### src/rtl/keypad_scanner.sv
// 4x4 membrane keypad scanner: walks a one-cold column, debounces a single key press
// and its release, and emits one key_valid strobe per press (no auto-repeat).
module keypad_scanner #(
   parameter int unsigned SCAN_DIV = 20000,
   parameter int unsigned DEB_CNT  = 4
) (
   input  logic       clk,
   input  logic       rst,
   input  logic [3:0] row,
   output logic [3:0] col,
   output logic [3:0] key_code,
   output logic       key_valid,
   output logic       key_held
);

   localparam int unsigned DW = (SCAN_DIV > 1) ? $clog2(SCAN_DIV) : 1;
   localparam int unsigned CW = $clog2(DEB_CNT + 1);
   localparam logic [DW-1:0] DwellMax = DW'(SCAN_DIV - 1);
   localparam logic [CW-1:0] CntMax   = CW'(DEB_CNT);

   typedef enum logic [1:0] {StScan, StDebounce, StHeld} state_e;

   state_e        state_q, state_d;
   logic [3:0]    row_meta_q, rs_q;
   logic [DW-1:0] dwell_q;
   logic [1:0]    ci_q, ci_d;
   logic [1:0]    cand_q, cand_d;
   logic [CW-1:0] match_q, match_d, match_inc;
   logic [CW-1:0] rel_q, rel_d, rel_inc;
   logic [3:0]    code_q, code_d;
   logic          valid_q, valid_d;
   logic          tick;
   logic          one_low;
   logic [1:0]    low_idx;

   always_ff @(posedge clk or posedge rst) begin
      if (rst) begin
         row_meta_q <= 4'hF;
         rs_q       <= 4'hF;
      end else begin
         row_meta_q <= row;
         rs_q       <= row_meta_q;
      end
   end

   // Sampling only on the last dwell count gives the row lines time to settle.
   always_ff @(posedge clk or posedge rst) begin
      if (rst) begin
         dwell_q <= '0;
      end else if (dwell_q == DwellMax) begin
         dwell_q <= '0;
      end else begin
         dwell_q <= dwell_q + DW'(1);
      end
   end

   assign tick = (dwell_q == DwellMax);

   // Two or more low rows (ghosting / multi-press) is treated as no key.
   always_comb begin
      one_low = 1'b0;
      low_idx = 2'd0;
      case (rs_q)
         4'b1110: begin one_low = 1'b1; low_idx = 2'd0; end
         4'b1101: begin one_low = 1'b1; low_idx = 2'd1; end
         4'b1011: begin one_low = 1'b1; low_idx = 2'd2; end
         4'b0111: begin one_low = 1'b1; low_idx = 2'd3; end
         default: ;
      endcase
   end

   assign match_inc = match_q + CW'(1);
   assign rel_inc   = rel_q + CW'(1);

   always_comb begin
      state_d = state_q;
      ci_d    = ci_q;
      cand_d  = cand_q;
      match_d = match_q;
      rel_d   = rel_q;
      code_d  = code_q;
      valid_d = 1'b0;
      if (tick) begin
         case (state_q)
            StScan: begin
               if (one_low) begin
                  cand_d  = low_idx;
                  match_d = CW'(1);
                  state_d = StDebounce;
               end else begin
                  ci_d = ci_q + 2'd1;
               end
            end
            StDebounce: begin
               if (one_low && (low_idx == cand_q)) begin
                  if (match_inc == CntMax) begin
                     code_d  = {cand_q, ci_q};
                     valid_d = 1'b1;
                     match_d = '0;
                     rel_d   = '0;
                     state_d = StHeld;
                  end else begin
                     match_d = match_inc;
                  end
               end else begin
                  match_d = '0;
                  ci_d    = ci_q + 2'd1;
                  state_d = StScan;
               end
            end
            StHeld: begin
               if (rs_q == 4'hF) begin
                  if (rel_inc == CntMax) begin
                     rel_d   = '0;
                     ci_d    = ci_q + 2'd1;
                     state_d = StScan;
                  end else begin
                     rel_d = rel_inc;
                  end
               end else begin
                  rel_d = '0;
               end
            end
            default: state_d = StScan;
         endcase
      end
   end

   always_ff @(posedge clk or posedge rst) begin
      if (rst) begin
         state_q <= StScan;
         ci_q    <= 2'd0;
         cand_q  <= 2'd0;
         match_q <= '0;
         rel_q   <= '0;
         code_q  <= 4'h0;
         valid_q <= 1'b0;
      end else begin
         state_q <= state_d;
         ci_q    <= ci_d;
         cand_q  <= cand_d;
         match_q <= match_d;
         rel_q   <= rel_d;
         code_q  <= code_d;
         valid_q <= valid_d;
      end
   end

   assign col       = ~(4'b0001 << ci_q);
   assign key_code  = code_q;
   assign key_valid = valid_q;
   assign key_held  = (state_q == StHeld);

endmodule

### config.mk
export PLATFORM = sky130hd
export DESIGN_NAME = keypad_scanner
export DESIGN_NICKNAME = d
export VERILOG_FILES = /design/src/rtl/keypad_scanner.sv
export SDC_FILE = /design/constraint.sdc
export NUM_CORES = 1
export LEC_CHECK = 0
export CORE_MARGIN = 5
export CORE_UTILIZATION = 45
export CTS_CLUSTER_SIZE = 28
export DETAILED_ROUTE_END_ITERATION = 10
export HOLD_SLACK_MARGIN = 0.08
export PLACE_DENSITY = 0.69
export SLEW_MARGIN = 10
export SYNTH_ARGS = -nofsm -noshare
export SYNTH_HDL_FRONTEND = slang
export SYNTH_SLANG_ARGS = --single-unit
### constraint.sdc
create_clock -name clk -period 5.9 [get_ports clk]
set_clock_uncertainty 0.15 [all_clocks]
set_input_delay 0.885 -clock clk [delete_from_list [all_inputs] [get_ports clk]]
set_output_delay 0.885 -clock clk [all_outputs]
set_load 0.01 [all_outputs]
==> metrics.md, run 1 <==
| Metric | Value |
|---|---|
| P&R area growth vs syn | 15.7% |
| CTS max path bufs | 2 |
| Antenna violations before repair | 0 |
| Top-area cell type share of the netlist area | 37.7% |
| Final hold vios | 0 |
| Reg2Reg Setup Slack | 3.24 ns |
| Core Region | 4660 sq um |
| VDD IR max | 0.152 mV |
| CP endpoint kind | output port |
| Slew Limit Fails | 0 |
| First-pass GRT wire length | 6390 um |
| RSZ-0062 raised after global routing | false |
| Period utilisation layout | 46.3% |
| CTS hold repair buffers | 0 |
| Post-route worst setup slack | 3.17 ns |
| Post-synthesis net count | 212 |
| Max-cap viol count | 0 |
| CP arrival | 1.70 ns |
| Hpwl dp | 2630 um |
| Slew HR | 51.1% |
| Worst R2R Start | dwell_q[5]$_DFF_PP0_ |
| Post-Syn Instances | 193 |
| H-tree levels | 2 |
| Die area | 6200 sq um |
| Placed cell area | 2340 sq um |
| Largest family of logic cells by synthesized area | simple AND/OR/NAND/NOR gates |
| Mux cell area share after synthesis | 5.06% |
| Number of DRC markers in iteration 0 | 77 |
| Hold WC Path Type | flop to flop |
| Final Power | 0.530 mW |
| Most frequent cell after synthesis | dfrtp_1 |
| P_leak | 1.11 nW |
| Total number of yosys warnings | 0 |
| Diode count | 0 |
| Crit path cell chain | inv_1 > ha_1 > clkdlybuf4s50_1 |
| Layout cells sized above 1 | 16.8% |
| CP top delay family | buffers and inverters |
| Post-Synth Simple-Gate Area | 21.2% |
| Buf/Inv on CP | 2 |
| # resized after CTS | 0 |
| Synthesized cell area | 2120 sq um |
| DR DRC count | 0 |
| Area contributors post-synth | dfrtp_1 (38%), dfstp_2 (9.9%), ha_1 (7.7%) |
| Initial Util | 45.6% |
| Reg-to-reg endpoint | rel_q[0]$_DFFE_PP0P_ |
| Drt wl/cell | 13.3 um |
| ANT nets after route | 0 |
| # rows | 25 |
| Worst reg-to-reg path cell count | 5 |
| Synth area leader | dfrtp_1 |
| Worst Setup Start Kind | flop |
| Final #Nets | 232 |
| Drt pass-1 iters | 4 |
| Commonest cells post-synth | dfrtp_1 (32), inv_1 (14), ha_1 (13) |
| GRT Overall Usage | 13.2% |
| Design area | 2460 sq um |
| Crit path largest cell delay | 0.58 ns |
| Ys flop type | dfrtp_1 |
| Hold Crit Start | row_meta_q[0]$_DFF_PP1_ |
| Area share of fa/ha/maj cells after synthesis | 7.66% |
| Grt ovf | 0 |
| Insertion delay to the later sink of the worst-skew pair | 0.29 ns |
| Synth cell types | 48 |
| Final hold slack | 0.209 ns |
| Max frequency | 366 MHz |
| Port bufs | 15 |
| CP Max Fanout | 5 |
| Post-synthesis sequential area ratio | 47.6% |
| DRT Wirelength | 3560 um |
| IO Pins | 16 |
| CTS tree | done |
| Reg clk slew, reported paths | 0.08 ns |
| # setup viols final | 0 |
| Post-synthesis compound-gate area fraction | 8.36% |
| Die height | 78.7 um |
| Clk sinks | 40 |
| EDFF count, synth | 0 |
| Largest net degree at the start of global routing | 41 |
| Post-Synth XOR/XNOR Area | 7.01% |
| Die X | 78.7 um |
| Vias | 1439 |
| Outcome | finished clean |
| Clk root buf | clkbuf_8 |
| Async S/R FF share, synth | 100% |
| Setup_tns | 0 ns |
| Mean Syn Cell Area | 11.0 sq um |
| Drt via density | 5.37 |
| CTS buffer count | 5 |
| Place WS | 3.24 ns |
| GPL Wtd Cong | 0.813 |
| Tmin final | 2.73 ns |
| PwrDens | 216 nW/um^2 |
| Hold Path Stages | 0 |
| Hold Crit Endpoint | rs_q[0]$_DFF_PP1_ |
| CP required | 4.87 ns |
| Yosys reg bits | 40 |
| Kind of critical path | flop to output port |
| Setup Buffers After CTS | 0 |
| Worst-Margin Slew | 0.729 ns |
| Number of global-route vias before repair | 1361 |
| Slowest cell on the critical path | clkdlybuf4s50_1 |
| Number of stages on the worst setup path | 3 |
layout make-up:
| cell class | instances | area, sq um |
|---|---|---|
| flip-flops and latches | 40 | 1010 |
| multi-input cells | 136 | 1050 |
| clock buffers | 6 | 82.6 |
| fillers | 396 | 2200 |
| well taps | 54 | 67.6 |
| clock inverters | 2 | 38.8 |
| repair buffers | 16 | 158 |
| inverters | 14 | 52.6 |
sequential cells by signal, indices dropped and copies added (netlist names), 3 cells and up:
signal      count
key_code        4
dwell_q        15
rel_q           3
match_q         3
row_meta_q      4
rs_q            4
worst max path at each step:
stage | startpoint | to | slack (ns)
finish | state_q[0]$_DFFE_PP0P_ | key_held | 3.17
global placement | dwell_q[5]$_DFF_PP0_ | rel_q[0]$_DFFE_PP0P_ | 3.28
detailed placement | dwell_q[5]$_DFF_PP0_ | rel_q[0]$_DFFE_PP0P_ | 3.24
global route | state_q[0]$_DFFE_PP0P_ | key_held | 3.04
floorplan | rs_q[3]$_DFF_PP1_ | key_code[0]$_DFFE_PP0P_ | 3.66
CTS | state_q[0]$_DFFE_PP0P_ | key_held | 3.14
per-layer routing:
layer	share of wire, %	track usage, %	routed length (um)
met1	47	17.1	1660
met5	0	0	0
met3	4.5	4.08	159
met4	2.2	5.77	77
met2	47	20.4	1660
where the power goes:
part	total [mW]	internal [mW]	switching [mW]
clock	0.233	0.138	0.0946
combinational	0.0153	0.00627	0.00898
sequential	0.282	0.279	0.00315
cells by family after synthesis:
kind of cell               Yosys count
and+or+nand+nor                     73
DFF                                 40
AOI/OAI and AO/OA                   24
xor gates and xnor gates            17
buffers and inverters               17
adders and majority gates           13
muxes                                9
placed cells by master (no fill, tap or decap), types with 4 or more instances in the layout:
cell | synthesis | routed
dfrtp_1 | 32 | 32
clkdlybuf4s50_1 | 0 | 15
inv_1 | 14 | 14
ha_1 | 13 | 13
nor2_1 | 12 | 12
nand3_1 | 11 | 11
nand2_1 | 11 | 11
xnor2_1 | 9 | 9
xor2_1 | 8 | 8
dfstp_2 | 8 | 8
nand4_1 | 6 | 6
mux2_2 | 6 | 6
clkbuf_8 | 0 | 6
nand2b_1 | 5 | 5
nor3_1 | 4 | 4
o21ai_0 | 4 | 4
per-stage QoR:
step                std cells  util, %
floorplan                 193        -
global placement          260     50.1
detailed placement        260     50.1
CTS                       268     52.7
global route              268     52.7
finish                    268     52.7
Power figures use the tool's default switching activity.
==> inputs of run 2 (changes only) <==
- clock period: 5.9 -> 2.7 ns (I/O delays scaled with it)
==> run 2 against run 1 <==
Final area grew 2.1%. Sequential share of layout area shrank 0.86 points. Final cell count grew 0.75%. Wire length grew 1.8%. Power grew 150%. Sequential power grew 120%. Count of clock-buffer cells in the layout shrank 1. Clock power grew to 2.9 times the previous value. Largest cell class unchanged.
==> metrics.md, run 2 (synthesis results as in run 1) <==
| Metric | Value |
|---|---|
| Drt via density | 5.40 (+0.50%) |
| Largest net degree at the start of global routing | 41 (unchanged) |
| GPL Wtd Cong | 0.803 (-1.2%) |
| Vias | 1457 (+1.3%) |
| CP required | 2.73 ns (-2.14 ns) |
| CP Max Fanout | 8 (+3) |
| Reg area | 1010 sq um (unchanged) |
| Met3 Use GR | 3.40% (-0.68 points) |
| CTS hold repair buffers | 0 (unchanged) |
| # resized after CTS | 0 (unchanged) |
| Period utilisation layout | 91.1% |
| RSZ-0062 raised after global routing | false |
| Commonest non-fill, non-tap cell in the layout | dfrtp_1 |
| Reg clk slew, reported paths | 0.08 ns (about the same) |
| P&R area growth vs syn | 18.1% |
| CP arrival | 2.49 ns (+0.79 ns) |
| Port bufs | 15 (unchanged) |
| ANT nets after route | 0 (unchanged) |
| Number of global-route vias before repair | 1383 (+1.6%) |
| Max frequency | 406 MHz |
| IO Pins | 16 (unchanged) |
| Multi-input gate area | 1050 sq um (unchanged) |
| CTS tree | done |
| Final #Nets | 234 (+0.86%) |
| Initial Util | 45.6% (unchanged) |
| CTS max path bufs | 2 (unchanged) |
| Insertion delay to the later sink of the worst-skew pair | 0.29 ns (about the same) |
| First-pass GRT wire length | 6310 um (-1.2%) |
| Core Region | 4660 sq um (unchanged) |
| GRT Overall Usage | 13.0% (-0.21 points) |
| Reg2Reg Setup Slack | 0.24 ns (-3.00 ns) |
| Final Power | 1.32 mW (+150%) |
| Reg-to-reg endpoint | rel_q[0]$_DFFE_PP0P_ |
| VDD IR max | 0.367 mV (+140%) |
| H-tree levels | 2 (unchanged) |
| Grt ovf | 0 (unchanged) |
| Met1 Use GR | 16.2% (-0.91 points) |
| Diode count | 0 (unchanged) |
| Layout cells sized above 1 | 17.6% (+0.77 points) |
| Die height | 78.7 um (unchanged) |
| Setup Buffers After CTS | 0 (unchanged) |
| Die area | 6200 sq um (unchanged) |
| Die X | 78.7 um (unchanged) |
| DR DRC count | 0 (unchanged) |
| Worst-Margin Slew | 0.555 ns (-0.173 ns) |
| # rows | 25 (unchanged) |
| # fillers | 411 (+3.8%) |
| Most used routing layer | met2 |
| Commonest non-fill, non-tap cells in the layout | dfrtp_1 (32), clkdlybuf4s50_1 (15), inv_1 (14) |
| Antenna violations before repair | 0 (unchanged) |
| Crit path from | dwell_q[0]$_DFF_PP0_ |
| Slew Limit Fails | 0 (unchanged) |
| Drt pass-1 iters | 4 (unchanged) |
| Outcome | finished clean |
| Clk root buf | clkbuf_8 |
| DRT Wirelength | 3620 um (+1.8%) |
| PwrDens | 524 nW/um^2 (+140%) |
| Worst R2R Start | dwell_q[0]$_DFF_PP0_ |
| Drt wl/cell | 13.4 um (+1.0%) |
| Tmin final | 2.46 ns |
| Largest Register | dwell_q |
| Final hold vios | 0 (unchanged) |
| Max reg flops | 15 (unchanged) |
| CTS buffer count | 5 (unchanged) |
| # setup viols final | 0 (unchanged) |
| Slew HR | 62.7% (+12 points) |
| Number of DRC markers in iteration 0 | 58 (-25%) |
| Kind of critical path | flop to flop |
| P_leak | 1.14 nW (+2.5%) |
| Clk sinks | 40 (unchanged) |
| Hold WC Path Type | flop to flop |
| Crit path to | rel_q[0]$_DFFE_PP0P_ |
| Worst reg-to-reg path cell count | 6 (+1) |
| Worst Setup Start Kind | flop |
| M2 GR Usage | 21.7% (+1.4 points) |
| Max-cap viol count | 0 (unchanged) |
| Hpwl dp | 2650 um (+0.55%) |
| Setup_tns | 0 ns (unchanged) |
| CP endpoint kind | flop |
## run 2: cell count changes in the layout (fill, tap and decap cells not counted), sizes merged
cell	delta
buf	+2
bufinv	+2
clkbuf	-1
clkinv	-1
## run 2: worst max-delay path: stages, from the launching register on
cell and delay [ns]:
dfrtp_1 0.39, ha_1 0.24, nand4_1 0.30, nor4_4 0.58
nand3_1 0.16, o21a_1 0.23, mux2_4 0.29
## run 2: per-stage QoR
stage | setup slack [ns] | cells | hold slack (ns) | utilization (%) | cell area [sq um]
after floorplan | 0.460 | 193 | 0.195 | - | 2120
after global placement | 0.304 | 262 | 0.195 | 50.4 | 2350
after detailed placement | 0.251 | 262 | 0.197 | 50.4 | 2350
after CTS | 0.239 | 270 | 0.209 | 53.9 | 2510
after global routing | 0.0876 | 270 | 0.211 | 53.9 | 2510
final | 0.240 | 270 | 0.207 | 53.9 | 2510
## run 2: cell type report
cell class	count	share of cell area, %
Timing Repair Buffer	18	6.88
Inverter	14	2.09
Clock inverter	3	3.59
Clock buffer	5	2.74
Multi-Input combinational cell	136	41.7
Sequential cell	40	40.3
Tap cell	54	2.69
## run 2: report_power, final
group / total (mW) / internal (mW) / switching (mW) / leakage [nW]
Combinational: 0.0336 / 0.0137 / 0.0199 / 0.547
Sequential: 0.617 / 0.610 / 0.00709 / 0.517
Clock: 0.666 / 0.462 / 0.204 / 0.0784
Total: 1.32 / 1.09 / 0.231 / 1.14
## run 2: worst min path at each step
stage / endpoint / start / slack [ns] / cells past startpoint
2_1_floorplan: rs_q[0]$_DFF_PP1_ / row_meta_q[0]$_DFF_PP1_ / 0.20 / 0
3_3_place_gp: rs_q[1]$_DFF_PP1_ / row_meta_q[1]$_DFF_PP1_ / 0.20 / 0
3_5_place_dp: rs_q[0]$_DFF_PP1_ / row_meta_q[0]$_DFF_PP1_ / 0.20 / 0
4_1_cts: rs_q[0]$_DFF_PP1_ / row_meta_q[0]$_DFF_PP1_ / 0.21 / 0
5_1_grt: rs_q[0]$_DFF_PP1_ / row_meta_q[0]$_DFF_PP1_ / 0.21 / 0
6_report: rs_q[0]$_DFF_PP1_ / row_meta_q[0]$_DFF_PP1_ / 0.21 / 0
## run 2: layer usage
metal,part of all wire [%],up-vias
met5,0,-
met4,1.5,0
met3,3.3,4
met2,50,21
met1,46,705
li1,-,727
==> inputs of run 3 (changes only) <==
- CTS_BUF_LIST: unset -> sky130_fd_sc_hd__clkbuf_2
- DONT_BUFFER_PORTS: unset -> 1
- PLACE_DENSITY: 0.69 -> 0.65
==> run 3 against run 2 <==
Power down 22%. Setup slack better by 0.021 ns. Global-route usage up 0.45 points. Worst hold slack better by 0.015 ns. Wire length up 0.11%. Die area unchanged. Count of clock-buffer cells in the layout unchanged. Final area down 7.5%. Combinational power down 5%.
==> metrics.md, run 3 (synthesis results as in run 1) <==
| Metric | Value |
|---|---|
| GRT Overall Usage | 13.5% (+0.45 points) |
| Die height | 78.7 um (unchanged) |
| Placed cells | 247 (-5.7%) |
| CTS buffer count | 5 (unchanged) |
| Comb pwr share | 3.1% (+0.5 points) |
| Met3 Use GR | 3.17% (-0.23 points) |
| P_leak | 1.07 nW (-6.5%) |
| Largest net degree at the start of global routing | 41 (unchanged) |
| CP arrival | 2.63 ns (+0.14 ns) |
| PwrDens | 442 nW/um^2 (-16%) |
| Switching part of the total power | 23.7% (+6.2 points) |
| Crit path from | rs_q[3]$_DFF_PP1_ |
| CTS tree | done |
| Grt ovf | 0 (unchanged) |
| First-pass GRT wire length | 6610 um (+4.7%) |
| Setup_tns | 0 ns (unchanged) |
| Worst R2R Start | rs_q[3]$_DFF_PP1_ |
| Commonest non-fill, non-tap cell in the layout | dfrtp_1 |
| Multi-input gate area | 1050 sq um (unchanged) |
| H-tree levels | 2 (unchanged) |
| GPL Wtd Cong | 0.803 (about the same) |
| CTS hold repair buffers | 5 (+5) |
| VDD IR max | 0.323 mV (-12%) |
| Reg clk slew, reported paths | 0.24 ns (+0.16 ns) |
| CP required | 2.89 ns (+0.16 ns) |
| Core Region | 4660 sq um (unchanged) |
| Clock Power Share | 36.6% (-14 points) |
| Number of global-route vias before repair | 1423 (+2.9%) |
| CP top delay family | simple AND/OR/NAND/NOR gates |
| Worst-Margin Slew | 0.628 ns (+0.0731 ns) |
| Initial Util | 45.6% (unchanged) |
| Die X | 78.7 um (unchanged) |
| Max-cap viol count | 0 (unchanged) |
| CP Max Fanout | 9 (+1) |
| Slew HR | 57.8% (-4.9 points) |
| Clk root buf | clkbuf_2 |
| Slowest cell on the critical path | dfstp_2 |
| Diode count | 0 (unchanged) |
| CP endpoint kind | flop |
| Port bufs | 0 (-15) |
| Crit path cell chain | or3b_2 > a21oi_1 > o31a_1 > nand3_1 > mux2_2 |
| DR DRC count | 0 (unchanged) |
| P_int | 0.783 mW (-28%) |
| Worst Setup Start Kind | flop |
| RSZ-0062 raised after global routing | false |
| Commonest non-fill, non-tap cells in the layout | dfrtp_1 (32), inv_1 (14), ha_1 (13) |
| DRT Wirelength | 3630 um (+0.11%) |
| Outcome | finished clean |
| Slew Limit Fails | 0 (unchanged) |
| Met1 Use GR | 18.0% (+1.8 points) |
| Hpwl dp | 2620 um (-1.1%) |
| Clk sinks | 40 (unchanged) |
| Total net switching power | 0.243 mW (+5.5%) |
| Antenna violations before repair | 0 (unchanged) |
| Drt via density | 5.45 (+1.1%) |
| # fillers | 414 (+0.73%) |
| CTS max path bufs | 2 (unchanged) |
| Number of DRC markers in iteration 0 | 68 (+17%) |
| Period utilisation layout | 90.4% (-0.77 points) |
| Layout cells sized above 1 | 18.4% (+0.85 points) |
| Die area | 6200 sq um (unchanged) |
| Kind of critical path | flop to flop |
| Hold Crit Start | row_meta_q[0]$_DFF_PP1_ |
| IO Pins | 16 (unchanged) |
| Crit path largest cell delay | 0.66 ns (+0.08 ns) |
| ANT nets after route | 0 (unchanged) |
| Final std cells w/o fill | 260 (-3.7%) |
| Max frequency | 410 MHz (+0.85%) |
| P&R area growth vs syn | 9.31% |
| Max reg flops | 15 (unchanged) |
| Flop pwr share | 60.3% (+13 points) |
| M2 GR Usage | 20.8% (-0.93 points) |
| # rows | 25 (unchanged) |
| Final hold vios | 0 (unchanged) |
| Insertion delay to the later sink of the worst-skew pair | 0.41 ns (+0.12 ns) |
| Drt pass-1 iters | 4 (unchanged) |
| Most used routing layer | met2 |
| Vias | 1418 (-2.7%) |
| Hold WC Path Type | flop to flop |
| # resized after CTS | 0 (unchanged) |
| Largest Register | dwell_q |
| Buf/Inv on CP | 0 (unchanged) |
| Reg area | 1010 sq um (unchanged) |
| Tmin final | 2.44 ns (-0.0207 ns) |
| Drt wl/cell | 14.0 um (+4.0%) |
| Final #Nets | 224 (-4.3%) |
| Setup Buffers After CTS | 0 (unchanged) |
| # setup viols final | 0 (unchanged) |
run 3: cell count changes in the layout (fill, tap and decap cells not counted):
cell / before / now
clkbuf_2: 0 / 5
clkbuf_8: 5 / 0
clkdlybuf4s50_1: 15 / 0
inv_6: 0 / 1
clkinvlp_4: 0 / 1
dlygate4sd3_1: 0 / 5
bufinv_16: 3 / 1
run 3: metrics by stage:
| stage | setup WS, ns | hold slack [ns] | util (%) | area, sq um | total power, mW |
|---|---|---|---|---|---|
| after CTS | 0.270 | 0.224 | 49.8 | 2320 | 1.05 |
| after detailed placement | 0.284 | 0.197 | 47.2 | 2200 | 0.656 |
| after global routing | 0.129 | 0.233 | 49.8 | 2320 | 1.08 |
| after global placement | 0.314 | 0.196 | 47.2 | 2200 | 0.655 |
| after floorplan | 0.460 | 0.195 | - | 2120 | 0.648 |
| final | 0.260 | 0.222 | 49.8 | 2320 | 1.03 |
run 3: metal layers:
metal	vias up	share of wire, %
met3	6	3.9
li1	703	-
met4	0	1.8
met5	-	0
met1	685	48
met2	24	46
run 3: area by class of cell:
| class | count | area share [%] |
|---|---|---|
| multi-input cells | 136 | 45.1 |
| flip-flops and latches | 40 | 43.5 |
| repair buffers | 8 | 3.12 |
| well taps | 54 | 2.91 |
| inverters | 14 | 2.26 |
| clock inverters | 3 | 1.99 |
| clock buffers | 5 | 1.08 |
run 3: worst paths after layout:
check	endpoint	slack [ns]	cells past startpoint
min in group asynchronous	key_code[2]$_DFFE_PP0P_	0.36	3
min reg2reg	rs_q[0]$_DFF_PP1_	0.22	0
min	rs_q[0]$_DFF_PP1_	0.22	0
max in group asynchronous	rs_q[0]$_DFF_PP1_	1.68	3
max reg2reg	key_code[2]$_DFFE_PP0P_	0.26	5
max	key_code[2]$_DFFE_PP0P_	0.26	5
run 3: worst reg2reg max path, cell delays in order, from the launching register on:
cell and delay [ns]:
dfstp_2 0.66, or3b_2 0.46, a21oi_1 0.26, o31a_1 0.27
nand3_1 0.23, mux2_2 0.35
run 3: power by group through the flow:
stage | logic, mW | registers (mW) | clock network, mW
floorplan | 0.0238 | 0.624 | 0
global placement | 0.0270 | 0.628 | 0
detailed placement | 0.0274 | 0.629 | 0
CTS | 0.0333 | 0.619 | 0.395
global route | 0.0368 | 0.621 | 0.426
finish | 0.0319 | 0.619 | 0.376
